$ cat src/rtl/u712_pkg.sv
// Shared types and constants for the U712 68040-to-chipset bus sizer.
// Line bursting is selected by U712_LINE_BURST_EN in the files that use it.
package u712_pkg;

    typedef enum logic [1:0] {
        IDLE = 2'd0,
        REQ  = 2'd1,
        GAP  = 2'd2
    } state_t;

    localparam logic [1:0] SIZ_LONG = 2'b00;
    localparam logic [1:0] SIZ_BYTE = 2'b01;
    localparam logic [1:0] SIZ_WORD = 2'b10;
    localparam logic [1:0] SIZ_LINE = 2'b11;

    localparam logic [3:0] WCNT_SINGLE = 4'd1;
    localparam logic [3:0] WCNT_LONG   = 4'd2;
    localparam logic [3:0] WCNT_LINE   = 4'd8;

    // 68040 line wrap: toggle the word bit, carry into the longword index mod 4
    function automatic logic [2:0] next_word_addr(input logic [2:0] wa);
        next_word_addr = {wa[2:1] + {1'b0, wa[0]}, ~wa[0]};
    endfunction

endpackage

$ cat src/rtl/u712_chip_sizer_if.sv
// CPU-side and chipset-side signals of the bus sizer, grouped for port lists.
interface u712_chip_sizer_if;

    logic       TSn;
    logic       CPU_CYCLE;
    logic [3:0] A;
    logic [1:0] SIZ;
    logic       RnW;
    logic       CHIP_ACK;

    logic       CHIP_REQ;
    logic [2:0] CHIP_A;
    logic       CHIP_RnW;
    logic       UDS;
    logic       LDS;
    logic       LATCH_HI;
    logic       LATCH_LO;
    logic       DRIVE_HI;
    logic       TAn;
    logic       TBIn;
    logic       BUSY;

    modport slave (
        input  TSn, CPU_CYCLE, A, SIZ, RnW, CHIP_ACK,
        output CHIP_REQ, CHIP_A, CHIP_RnW, UDS, LDS, LATCH_HI, LATCH_LO,
               DRIVE_HI, TAn, TBIn, BUSY
    );

    modport master (
        output TSn, CPU_CYCLE, A, SIZ, RnW, CHIP_ACK,
        input  CHIP_REQ, CHIP_A, CHIP_RnW, UDS, LDS, LATCH_HI, LATCH_LO,
               DRIVE_HI, TAn, TBIn, BUSY
    );

endinterface

$ cat src/rtl/u712_strobe_decode.sv
// Maps CPU size and A[0] to data strobes and the number of chip words.
// U712_LINE_BURST_EN: a line is 8 words; otherwise it is sized like a long.
module u712_strobe_decode
    import u712_pkg::*;
(
    input  logic [1:0] siz,
    input  logic       a0,
    output logic       uds,
    output logic       lds,
    output logic [3:0] wcnt
);

    always_comb begin
        uds  = 1'b1;
        lds  = 1'b1;
        wcnt = WCNT_SINGLE;
        case (siz)
            SIZ_BYTE: begin
                uds = ~a0;
                lds = a0;
            end
            SIZ_LONG: wcnt = WCNT_LONG;
            SIZ_LINE: begin
`ifdef U712_LINE_BURST_EN
                wcnt = WCNT_LINE;
`else
                wcnt = WCNT_LONG;
`endif
            end
            default: ;
        endcase
    end

endmodule

$ cat src/rtl/u712_chip_sizer.sv
// Splits 68040 transfers into 16-bit chipset cycles (REQ/ACK) and returns TAn/TBIn.
// U712_LINE_BURST_EN: run full 8-word lines; otherwise lines end after one long with TBIn.
module u712_chip_sizer
    import u712_pkg::*;
(
    input  logic                CLK40,
    input  logic                RESET,
    u712_chip_sizer_if.slave    bus
);

`ifdef U712_LINE_BURST_EN
    localparam logic LINE_BURST = 1'b1;
`else
    localparam logic LINE_BURST = 1'b0;
`endif

    state_t     state;
    logic [3:0] wcnt;
    logic [2:0] chip_a;
    logic       chip_rnw;
    logic       uds, lds;
    logic       uds_q, lds_q;
    logic       single, line;
    logic       req, drive_hi, tan, tbin;

    logic       dec_uds, dec_lds;
    logic [3:0] dec_wcnt;
    logic       start;
    logic       is_single;
    logic [2:0] start_a;
    logic [2:0] next_a;

    u712_strobe_decode u_strobe (
        .siz  (bus.SIZ),
        .a0   (bus.A[0]),
        .uds  (dec_uds),
        .lds  (dec_lds),
        .wcnt (dec_wcnt)
    );

    assign start     = (state == IDLE) && !bus.TSn && bus.CPU_CYCLE;
    assign is_single = (bus.SIZ == SIZ_BYTE) || (bus.SIZ == SIZ_WORD);
    assign start_a   = is_single ? bus.A[3:1] : {bus.A[3:2], 1'b0};
    assign next_a    = next_word_addr(chip_a);

    always_ff @(posedge CLK40) begin
        if (RESET) begin
            state    <= IDLE;
            wcnt     <= '0;
            chip_a   <= '0;
            chip_rnw <= 1'b1;
            uds      <= 1'b0;
            lds      <= 1'b0;
            uds_q    <= 1'b0;
            lds_q    <= 1'b0;
            single   <= 1'b0;
            line     <= 1'b0;
            req      <= 1'b0;
            drive_hi <= 1'b1;
            tan      <= 1'b1;
            tbin     <= 1'b1;
        end else begin
            tan  <= 1'b1;
            tbin <= 1'b1;
            case (state)
                IDLE: if (start) begin
                    state    <= REQ;
                    req      <= 1'b1;
                    wcnt     <= dec_wcnt;
                    chip_a   <= start_a;
                    drive_hi <= ~start_a[0];
                    chip_rnw <= bus.RnW;
                    uds      <= dec_uds;
                    lds      <= dec_lds;
                    uds_q    <= dec_uds;
                    lds_q    <= dec_lds;
                    single   <= is_single;
                    line     <= (bus.SIZ == SIZ_LINE);
                end
                REQ: if (bus.CHIP_ACK) begin
                    state    <= GAP;
                    req      <= 1'b0;
                    uds      <= 1'b0;
                    lds      <= 1'b0;
                    wcnt     <= wcnt - 4'd1;
                    chip_a   <= next_a;
                    drive_hi <= ~next_a[0];
                    // a longword completes on the odd word, or on the only word
                    if (single || chip_a[0]) begin
                        tan  <= 1'b0;
                        tbin <= ~(line && !LINE_BURST);
                    end
                end
                GAP: begin
                    if (wcnt != 4'd0) begin
                        state <= REQ;
                        req   <= 1'b1;
                        uds   <= uds_q;
                        lds   <= lds_q;
                    end else begin
                        state <= IDLE;
                    end
                end
                default: state <= IDLE;
            endcase
        end
    end

    assign bus.CHIP_REQ = req;
    assign bus.CHIP_A   = chip_a;
    assign bus.CHIP_RnW = chip_rnw;
    assign bus.UDS      = uds;
    assign bus.LDS      = lds;
    assign bus.DRIVE_HI = drive_hi;
    assign bus.TAn      = tan;
    assign bus.TBIn     = tbin;
    assign bus.BUSY     = (state != IDLE);
    // read data is captured at the ACK edge, so the latch enables are Mealy
    assign bus.LATCH_HI = (state == REQ) && bus.CHIP_ACK && chip_rnw && !chip_a[0];
    assign bus.LATCH_LO = (state == REQ) && bus.CHIP_ACK && chip_rnw &&  chip_a[0];

endmodule

$ cat src/flat_wrapper.sv
// flat-port wrapper written by rule: the top's interface ports become plain ports
module u712_chip_sizer_flat import u712_pkg::*;
  (CLK40, RESET, bus_TSn, bus_CPU_CYCLE, bus_A, bus_SIZ, bus_RnW, bus_CHIP_ACK, bus_CHIP_REQ, bus_CHIP_A, bus_CHIP_RnW, bus_UDS, bus_LDS, bus_LATCH_HI, bus_LATCH_LO, bus_DRIVE_HI, bus_TAn, bus_TBIn, bus_BUSY);
  u712_chip_sizer_if bus_i ();
  input  logic CLK40;
  input  logic RESET;
  input wire logic [$bits(bus_i.TSn)-1:0] bus_TSn;
  input wire logic [$bits(bus_i.CPU_CYCLE)-1:0] bus_CPU_CYCLE;
  input wire logic [$bits(bus_i.A)-1:0] bus_A;
  input wire logic [$bits(bus_i.SIZ)-1:0] bus_SIZ;
  input wire logic [$bits(bus_i.RnW)-1:0] bus_RnW;
  input wire logic [$bits(bus_i.CHIP_ACK)-1:0] bus_CHIP_ACK;
  output wire logic [$bits(bus_i.CHIP_REQ)-1:0] bus_CHIP_REQ;
  output wire logic [$bits(bus_i.CHIP_A)-1:0] bus_CHIP_A;
  output wire logic [$bits(bus_i.CHIP_RnW)-1:0] bus_CHIP_RnW;
  output wire logic [$bits(bus_i.UDS)-1:0] bus_UDS;
  output wire logic [$bits(bus_i.LDS)-1:0] bus_LDS;
  output wire logic [$bits(bus_i.LATCH_HI)-1:0] bus_LATCH_HI;
  output wire logic [$bits(bus_i.LATCH_LO)-1:0] bus_LATCH_LO;
  output wire logic [$bits(bus_i.DRIVE_HI)-1:0] bus_DRIVE_HI;
  output wire logic [$bits(bus_i.TAn)-1:0] bus_TAn;
  output wire logic [$bits(bus_i.TBIn)-1:0] bus_TBIn;
  output wire logic [$bits(bus_i.BUSY)-1:0] bus_BUSY;
  assign bus_i.TSn = bus_TSn;
  assign bus_i.CPU_CYCLE = bus_CPU_CYCLE;
  assign bus_i.A = bus_A;
  assign bus_i.SIZ = bus_SIZ;
  assign bus_i.RnW = bus_RnW;
  assign bus_i.CHIP_ACK = bus_CHIP_ACK;
  assign bus_CHIP_REQ = bus_i.CHIP_REQ;
  assign bus_CHIP_A = bus_i.CHIP_A;
  assign bus_CHIP_RnW = bus_i.CHIP_RnW;
  assign bus_UDS = bus_i.UDS;
  assign bus_LDS = bus_i.LDS;
  assign bus_LATCH_HI = bus_i.LATCH_HI;
  assign bus_LATCH_LO = bus_i.LATCH_LO;
  assign bus_DRIVE_HI = bus_i.DRIVE_HI;
  assign bus_TAn = bus_i.TAn;
  assign bus_TBIn = bus_i.TBIn;
  assign bus_BUSY = bus_i.BUSY;
  u712_chip_sizer u_core (.CLK40(CLK40), .RESET(RESET), .bus(bus_i));
endmodule
$ cat config.mk
export PLATFORM = sky130hd
export DESIGN_NAME = u712_chip_sizer_flat
export DESIGN_NICKNAME = d
export VERILOG_FILES = /design/src/rtl/u712_pkg.sv /design/src/rtl/u712_chip_sizer_if.sv /design/src/rtl/u712_strobe_decode.sv /design/src/rtl/u712_chip_sizer.sv /design/src/flat_wrapper.sv
export SDC_FILE = /design/constraint.sdc
export NUM_CORES = 1
export LEC_CHECK = 0
export CAP_MARGIN = 20
export CORE_AREA = 2 2 52 54
export CTS_CLUSTER_DIAMETER = 50
export DETAILED_ROUTE_END_ITERATION = 7
export DIE_AREA = 0 0 54 56
export PLACE_DENSITY = 0.71
export SKIP_CTS_REPAIR_TIMING = 1
export SLEW_MARGIN = 10
export SYNTH_ARGS = -nofsm -noshare
export SYNTH_HDL_FRONTEND = slang
export SYNTH_SLANG_ARGS = --single-unit
$ cat constraint.sdc
create_clock -name CLK40 -period 3.7 [get_ports CLK40]
set_input_delay 1.11 -clock CLK40 [delete_from_list [all_inputs] [get_ports CLK40]]
set_output_delay 1.11 -clock CLK40 [all_outputs]
set_load 0.01 [all_outputs]
### Word-level counts from Yosys, hierarchy flattened

Index checks and enable logic that the tools add are counted.

* bits in registers: 20
* bits of input ports: 12
* output and inout bits: 13

* $add $sub $neg: 2
* eq/ne operators: 8
* multiplexer cells: 28
* bitwise operators: 7
* reductions and logical operators: 23

Operators with widths (number)
* 1-bit 2-to-1 mux: 14
* 1-bit case mux with 3 select lines: 3
* 4-bit 2-to-1 mux: 2
* 4-bit case mux with 2 select lines: 1
* 1-bit NOT: 7
* 2-bit == test, second input constant: 3
* 1-bit logical AND: 6
* 2-bit 2-to-1 mux: 3
* 3-bit 2-to-1 mux: 2
* 2-bit case mux with 3 select lines: 1
* 3-bit case mux with 2 select lines: 1
* 2-bit by 1-bit == test with 1-bit output, second input constant: 2
* 2-bit zero test: 2
* 2-bit by 1-bit inequality test with 1-bit output, second input constant: 2
* 2-bit AND reduction: 2
* 4-bit AND reduction: 1
* 2-bit nonzero test: 2
* 4-bit nonzero test: 1
* 4-bit OR reduction: 1
* 4-bit by 1-bit subtractor with 4-bit output, second input constant: 1
* 3-bit AND reduction: 1
* 3-bit nonzero test: 1
* 3-bit OR reduction: 1
* 2-bit by 1-bit adder with 2-bit output: 1
* other kinds (5): 7

### Longest topological paths before layout

Gate-level depths: netlist of the first run.

* depth after elaboration: 6
* depth in mapped cells: 7
* mapped depth without buffers: 6

### Hierarchy

From an unflattened synthesis of the first run, not the netlist that was laid out.

* cell total of the unflattened synthesis: 130
* area total of the unflattened synthesis: 1111.1 µm²

Modules (own cells, without submodules)
* u712_chip_sizer: times used 1, cells each 122, area each 1062.3 µm², seq. area each 400.4 µm²
* u712_strobe_decode: times used 1, cells each 8, area each 48.8 µm², seq. area each 0.0 µm²

### Worst setup path before layout of the first run

No wires, ideal clock.

* path kind: input-to-output
* from: input port bus_CHIP_ACK
* to: output port bus_LATCH_HI
* arrival time: 1.361 ns
* data required time: 2.590 ns
* slack: 1.229 ns
* cell stages on the path: 2
* cell sequence: nand3_1 nor2_1

* longest elaborated chain between the ends: 3

RTL lines
* from (decl): RTL line flat_wrapper.sv:12 `input wire logic [$bits(bus_i.CHIP_ACK)-1:0] bus_CHIP_ACK;`
* 1-bit logical AND (3 in a row): RTL line u712_chip_sizer.sv:119 `assign bus.LATCH_HI = (state == REQ) && bus.CHIP_ACK && chip_rnw && !chip_a[0];`
* to (decl): RTL line flat_wrapper.sv:18 `output wire logic [$bits(bus_i.LATCH_HI)-1:0] bus_LATCH_HI;`

Every way passes these cells.

### Worst setup path in the final report of the first run

* from: input port bus_CHIP_ACK
* to: output port bus_LATCH_LO

* longest elaborated chain between the ends: 3

RTL lines
* 1-bit logical AND (3 in a row): RTL line u712_chip_sizer.sv:120 `assign bus.LATCH_LO = (state == REQ) && bus.CHIP_ACK && chip_rnw && chip_a[0];`
* to (decl): RTL line flat_wrapper.sv:19 `output wire logic [$bits(bus_i.LATCH_LO)-1:0] bus_LATCH_LO;`

Every way passes these cells.

==> results of run 1 <==
==> registers in the layout, indices dropped and copies added, names as in the netlist <==
register / count
u_core.uds_q: 1
u_core.lds_q: 1
u_core.bus.UDS: 1
u_core.line: 1
u_core.bus.DRIVE_HI: 1
u_core.bus.CHIP_A: 3
u_core.bus.TBIn: 1
u_core.bus.CHIP_RnW: 1
u_core.single: 1
u_core.bus.LDS: 1
u_core.wcnt: 4
u_core.bus.CHIP_REQ: 1
u_core.bus.TAn: 1
u_core.state: 2
==> cells by family after synthesis <==
| logic type | Yosys count | share of synthesized area, % |
|---|---|---|
| multiplexers | 3 | 2.83 |
| flip-flops | 20 | 37.8 |
| adder cells (fa/ha/maj) | 9 | 10.6 |
| buffers and inverters | 15 | 6.96 |
| AO/OA/AOI/OAI | 38 | 23.9 |
| AND/OR/NAND/NOR | 35 | 17.9 |
==> per-stage QoR <==
| step | cells | hold slack (ns) | total power [mW] | worst slack, ns |
|---|---|---|---|---|
| final | 175 | 0.395 | 0.942 | 0.236 |
| after global routing | 175 | 0.410 | 1.02 | 0.163 |
| after CTS | 175 | 0.399 | 0.950 | 0.216 |
| after detailed placement | 171 | 0.371 | 0.820 | 0.231 |
| after global placement | 171 | 0.365 | 0.802 | 0.270 |
| after floorplan | 120 | 0.357 | 0.660 | 1.23 |
==> worst paths after layout <==
kind / depth (start not counted) / startpoint / end
worst max register to register: 6 / u_core.state[1] / u_core.wcnt[0]
worst max-delay path: 4 / bus_CHIP_ACK / bus_LATCH_LO
worst min register to register: 1 / u_core.line / u_core.bus.TBIn
worst min-delay path: 1 / u_core.line / u_core.bus.TBIn
==> layout make-up <==
cell class	count	area, um^2	area share [%]
multi-input cells	85	586	43.4
flip-flops and latches	20	400	29.7
repair buffers	25	248	18.4
inverters	11	41.3	3.06
well taps	30	37.5	2.78
clock buffers	4	36.3	2.69
==> cells in the mapped netlist (2+ instances only) <==
library cell and number:
dfxtp_1 20, a21oi_1 13, nor2_1 12, inv_1 11, ha_1 9, o21ai_0 6
nand2_1 5, a211oi_1 4, a31oi_1 3, mux2i_1 3, nor2b_1 3, nor3_1 3
a311oi_1 2, buf_4 2, nand3_1 2, nand3b_1 2, nor2_2 2, or3_1 2
==> where the power goes <==
part           internal [mW]  leakage (nW)  total (mW)  switching [mW]
Sequential             0.278         0.164       0.327          0.0495
Clock                 0.0601        0.0210       0.129          0.0693
Combinational          0.235         0.344       0.485           0.251
==> routing by layer <==
metal	global-route usage, %	vias to the layer above	part of all wire (%)
met3	4.84	5	3.4
met5	0	-	0
met4	4.29	0	1.3
met1	20.5	424	47
met2	23.9	15	48
li1	-	475	-
==> flow_metrics.env, run 1 <==
export IMPL_synth_seq_cells=20
export IMPL_fill_cells=238
export IMPL_cts_tree="done"
export IMPL_cp_required_ns=2.59
export IMPL_period_minus_slack_ns=3.46
export IMPL_rsz0062_at_grt="false"
export IMPL_grt_antenna_before_repair=0
export IMPL_io_buffers=24
export IMPL_ios=25
export IMPL_fin_skew_ns=0.00200
export IMPL_drc=0
export IMPL_hold_viol=0
export IMPL_drt_iter0_markers=21
export IMPL_cts_root_buf="clkbuf_4"
export IMPL_place_hpwl_mm=1.59
export IMPL_status="complete, no violations"
export IMPL_p_per_area_nw_per_um2=698
export IMPL_numCtsBuffers=3
export IMPL_final_cell_mix="clkdlybuf4s50_1 (24), dfxtp_1 (20), a21oi_1 (13)"
export IMPL_utilization_pct=55.5
export IMPL_max_stage_delay_ns=0.55
export IMPL_ant_nets=0
export IMPL_ys_seq_area_share_pct=37.8
export IMPL_yosysTopAreaCellShare_pct=37.8
export IMPL_core_area_um2=2430
export IMPL_num_vias=919
export IMPL_cap_viol_max_count=0
export IMPL_vdd_ir_drop_max_mv=0.417
export IMPL_yosysWarningCount=0
export IMPL_fin_nets=167
export IMPL_crit_family="buffers and inverters"
export IMPL_gp_congestion=0.775
export IMPL_wire_per_inst_um=12.0
export IMPL_crit_path_max_fanout=2
export IMPL_firstDrtPassIters=4
export IMPL_grt_use_total_pct=15.5
export IMPL_placed_area_um2=1310
export IMPL_p_leak_nw=0.529
export IMPL_slowest_stage="clkdlybuf4s50_1"
export IMPL_h_tree_depth=1
export IMPL_avgSynthCellArea_um2=8.83
export IMPL_drt_total_wl_mm=2.10
export IMPL_yosys_top_cells_area="dfxtp_1 (38%), ha_1 (11%), a21oi_1 (6.1%)"
export IMPL_n_antenna_cell=0
export IMPL_grt_ovfl_total=0
export IMPL_fmax_mhz=289
export IMPL_grt_max_degree=20
export IMPL_die_h_um=56
export IMPL_relSlewSlack_pct=53.5
export IMPL_syn_inst=120
export IMPL_final_common_cell="clkdlybuf4s50_1"
export IMPL_synth_edf_count=0
export IMPL_path_class="input pin to primary output"
export IMPL_timing_setup_tns_ns=0
export IMPL_tightest_slew_ns=0.695
export IMPL_syn2layout_area_growth_pct=27.3
export IMPL_die_area_um2=3020
export IMPL_crit_path_cell_trace="clkdlybuf4s50_1 -> nand3_1 -> nor2_1 -> clkdlybuf4s50_1"
export IMPL_row_count=18
export IMPL_crit_buf_inv=2
export IMPL_syn_nets=141
export IMPL_layout_drive_gt1_share_pct=7.59
export IMPL_clock_latency_ns=0.31
export IMPL_synth_distinct_cells=34
export IMPL_setup_violations=0
export IMPL_hp_class="register to register"
export IMPL_synth_largest_area_cell="dfxtp_1"
export IMPL_cts_buffer_depth=2
export IMPL_grt_pass1_wl_mm=3.59
export IMPL_synth_area_um2=1060
export IMPL_path_common_cell="clkdlybuf4s50_1"
export IMPL_finalMaxSlewViolations=0
export IMPL_fin_area_um2=1350
export IMPL_startpoint_type="input pin"
export IMPL_die_w_um=54
export IMPL_endpoint_kind="primary output"
export IMPL_synth_flop_cell="dfxtp_1"
export IMPL_path_clk_slew_ns=0.11
export IMPL_cts_sinks=20
export IMPL_r2r_setup_slack_ns=1.83
export IMPL_fin_crit_sh_pct=93.6
export IMPL_grt_pass1_vias=824
export IMPL_crit_arrival_ns=2.35
export IMPL_async_reset_ff_share_pct=0
export IMPL_start_util_pct=43.6
export IMPL_vias_per_cell=5.25
Power figures use the tool's default switching activity.
==> run 2: changes to the inputs <==
- GPL_ROUTABILITY_DRIVEN: not set -> 0
- clock period: 3.7 -> 3.38 ns (I/O delays scaled with it)
==> run 2 against run 1 <==
Routed wire length rose by 2.5%; power increased by 9.4%; cell area unchanged; worst setup slack got worse by 0.13 ns; sequential share of layout area stayed put; via count down 1.2%; core utilization unchanged; sequential power grew 9.5%; non-clock buffer count unchanged; critical path depth stayed put; worst hold slack better by 0.0098 ns; flip-flop and latch count unchanged; critical endpoint unchanged; largest cell class unchanged.
==> flow_metrics.env, run 2 (synthesis gave the netlist of run 1 again) <==
export IMPL_cp_required_ns=2.37
export IMPL_drt_total_wl_mm=2.15
export IMPL_largest_reg_flops=4
export IMPL_die_h_um=56
export IMPL_multi_input_area_um2=586
export IMPL_die_area_um2=3020
export IMPL_wl_met1_mm=1.05
export IMPL_grt_antenna_before_repair=0
export IMPL_firstDrtPassIters=4
export IMPL_path_clk_slew_ns=0.12
export IMPL_met2WireLength_um=992
export IMPL_period_minus_slack_ns=3.28
export IMPL_highest_layer="met4"
export IMPL_drc=0
export IMPL_layout_drive_gt1_share_pct=7.59
export IMPL_fin_nets=167
export IMPL_endpoint_kind="primary output"
export IMPL_combPwrFrac_pct=51.5
export IMPL_total_power_mw=1.03
export IMPL_p_leak_nw=0.529
export IMPL_cts_root_buf="clkbuf_4"
export IMPL_relSlewSlack_pct=53.1
export IMPL_status="complete, no violations"
export IMPL_cts_sinks=20
export IMPL_ant_nets=0
export IMPL_grt_pass1_vias=891
export IMPL_tightest_slew_ns=0.701
export IMPL_hp_class="register to register"
export IMPL_vdd_ir_drop_max_mv=0.444
export IMPL_power_frac_seq_pct=34.7
export IMPL_power_switching_mw=0.403
export IMPL_start_util_pct=43.6
export IMPL_finalMaxSlewViolations=0
export IMPL_fill_cells=230
export IMPL_hold_viol=0
export IMPL_fmax_mhz=305
export IMPL_syn2layout_area_growth_pct=27.3
export IMPL_hold_ws_ns=0.405
export IMPL_cap_viol_max_count=0
export IMPL_n_antenna_cell=0
export IMPL_vias_per_cell=5.19
export IMPL_rsz0062_at_grt="false"
export IMPL_ios=25
export IMPL_die_w_um=54
export IMPL_p_int_mw=0.627
export IMPL_clkPwrFrac_pct=13.7
export IMPL_crit_path_max_fanout=2
export IMPL_regMostFlops="u_core.wcnt"
export IMPL_grt_use_total_pct=16.6
export IMPL_core_area_um2=2430
export IMPL_timing_setup_tns_ns=0
export IMPL_final_common_cell="clkdlybuf4s50_1"
export IMPL_cts_tree="done"
export IMPL_startpoint_type="input pin"
export IMPL_path_class="input pin to primary output"
export IMPL_grt_max_degree=20
export IMPL_wire_per_inst_um=12.3
export IMPL_grt_ovfl_total=0
export IMPL_crit_arrival_ns=2.26
export IMPL_io_buffers=24
export IMPL_fin_skew_ns=0.00532
export IMPL_fin_crit_sh_pct=96.9
export IMPL_route_met3_wl_um=51
export IMPL_cts_buffer_depth=2
export IMPL_grt_pass1_wl_mm=3.76
export IMPL_drt_iter0_markers=18
export IMPL_num_vias=908
export IMPL_p_sw_share_pct=39.2
export IMPL_h_tree_depth=1
export IMPL_clock_latency_ns=0.30
export IMPL_row_count=18
export IMPL_place_hpwl_mm=1.62
export IMPL_setup_violations=0
export IMPL_final_cell_mix="clkdlybuf4s50_1 (24), dfxtp_1 (20), a21oi_1 (13)"
export IMPL_p_per_area_nw_per_um2=764
export IMPL_layout_area_seq_um2=400
export IMPL_numCtsBuffers=3
run 2: cell counts in the layout (fill, tap and decap cells not counted):
No cell type changed its count.
run 2: stage by stage:
step / worst slack (ns) / util [%] / instances / instance area (um^2)
after floorplan: 1.10 / - / 120 / 1060
after global placement: 0.142 / 54.0 / 171 / 1310
after detailed placement: 0.101 / 54.0 / 171 / 1310
after CTS: 0.0885 / 55.5 / 175 / 1350
after global routing: 0.0434 / 55.5 / 175 / 1350
final: 0.103 / 55.5 / 175 / 1350
run 2: cell type report:
cell class,instances,area share (%)
sequential,20,29.7
tap,30,2.78
multi-input combinational,85,43.4
timing repair buffer,25,18.4
clock buffer,4,2.69
inverter,11,3.06
run 2: worst max-delay path, cell delays in order:
cell and delay, ns:
clkdlybuf4s50_1 0.47, nand3_1 0.09, nor2_1 0.13, clkdlybuf4s50_1 0.55
run 2: worst paths after layout:
path | from | endpoint | slack, ns | cells after the start
hold / removal | u_core.line | u_core.bus.TBIn | 0.41 | 1
hold reg to reg | u_core.line | u_core.bus.TBIn | 0.41 | 1
setup / recovery | bus_CHIP_ACK | bus_LATCH_LO | 0.10 | 4
setup reg to reg | u_core.state[1] | u_core.wcnt[0] | 1.45 | 6
run 2: power groups by stage:
stage               Clock (mW)  Sequential [mW]  Combinational [mW]
CTS                      0.147            0.359               0.535
detailed placement           0            0.363               0.534
finish                   0.142            0.358               0.531
global placement             0            0.360               0.518
global route             0.155            0.366               0.597
floorplan                    0            0.373               0.350
run 2: layer usage:
layer,up-vias,track usage [%]
li1,476,-
met1,412,21.2
met2,16,25.6
met3,4,1.61
met4,0,10.7
met5,-,0
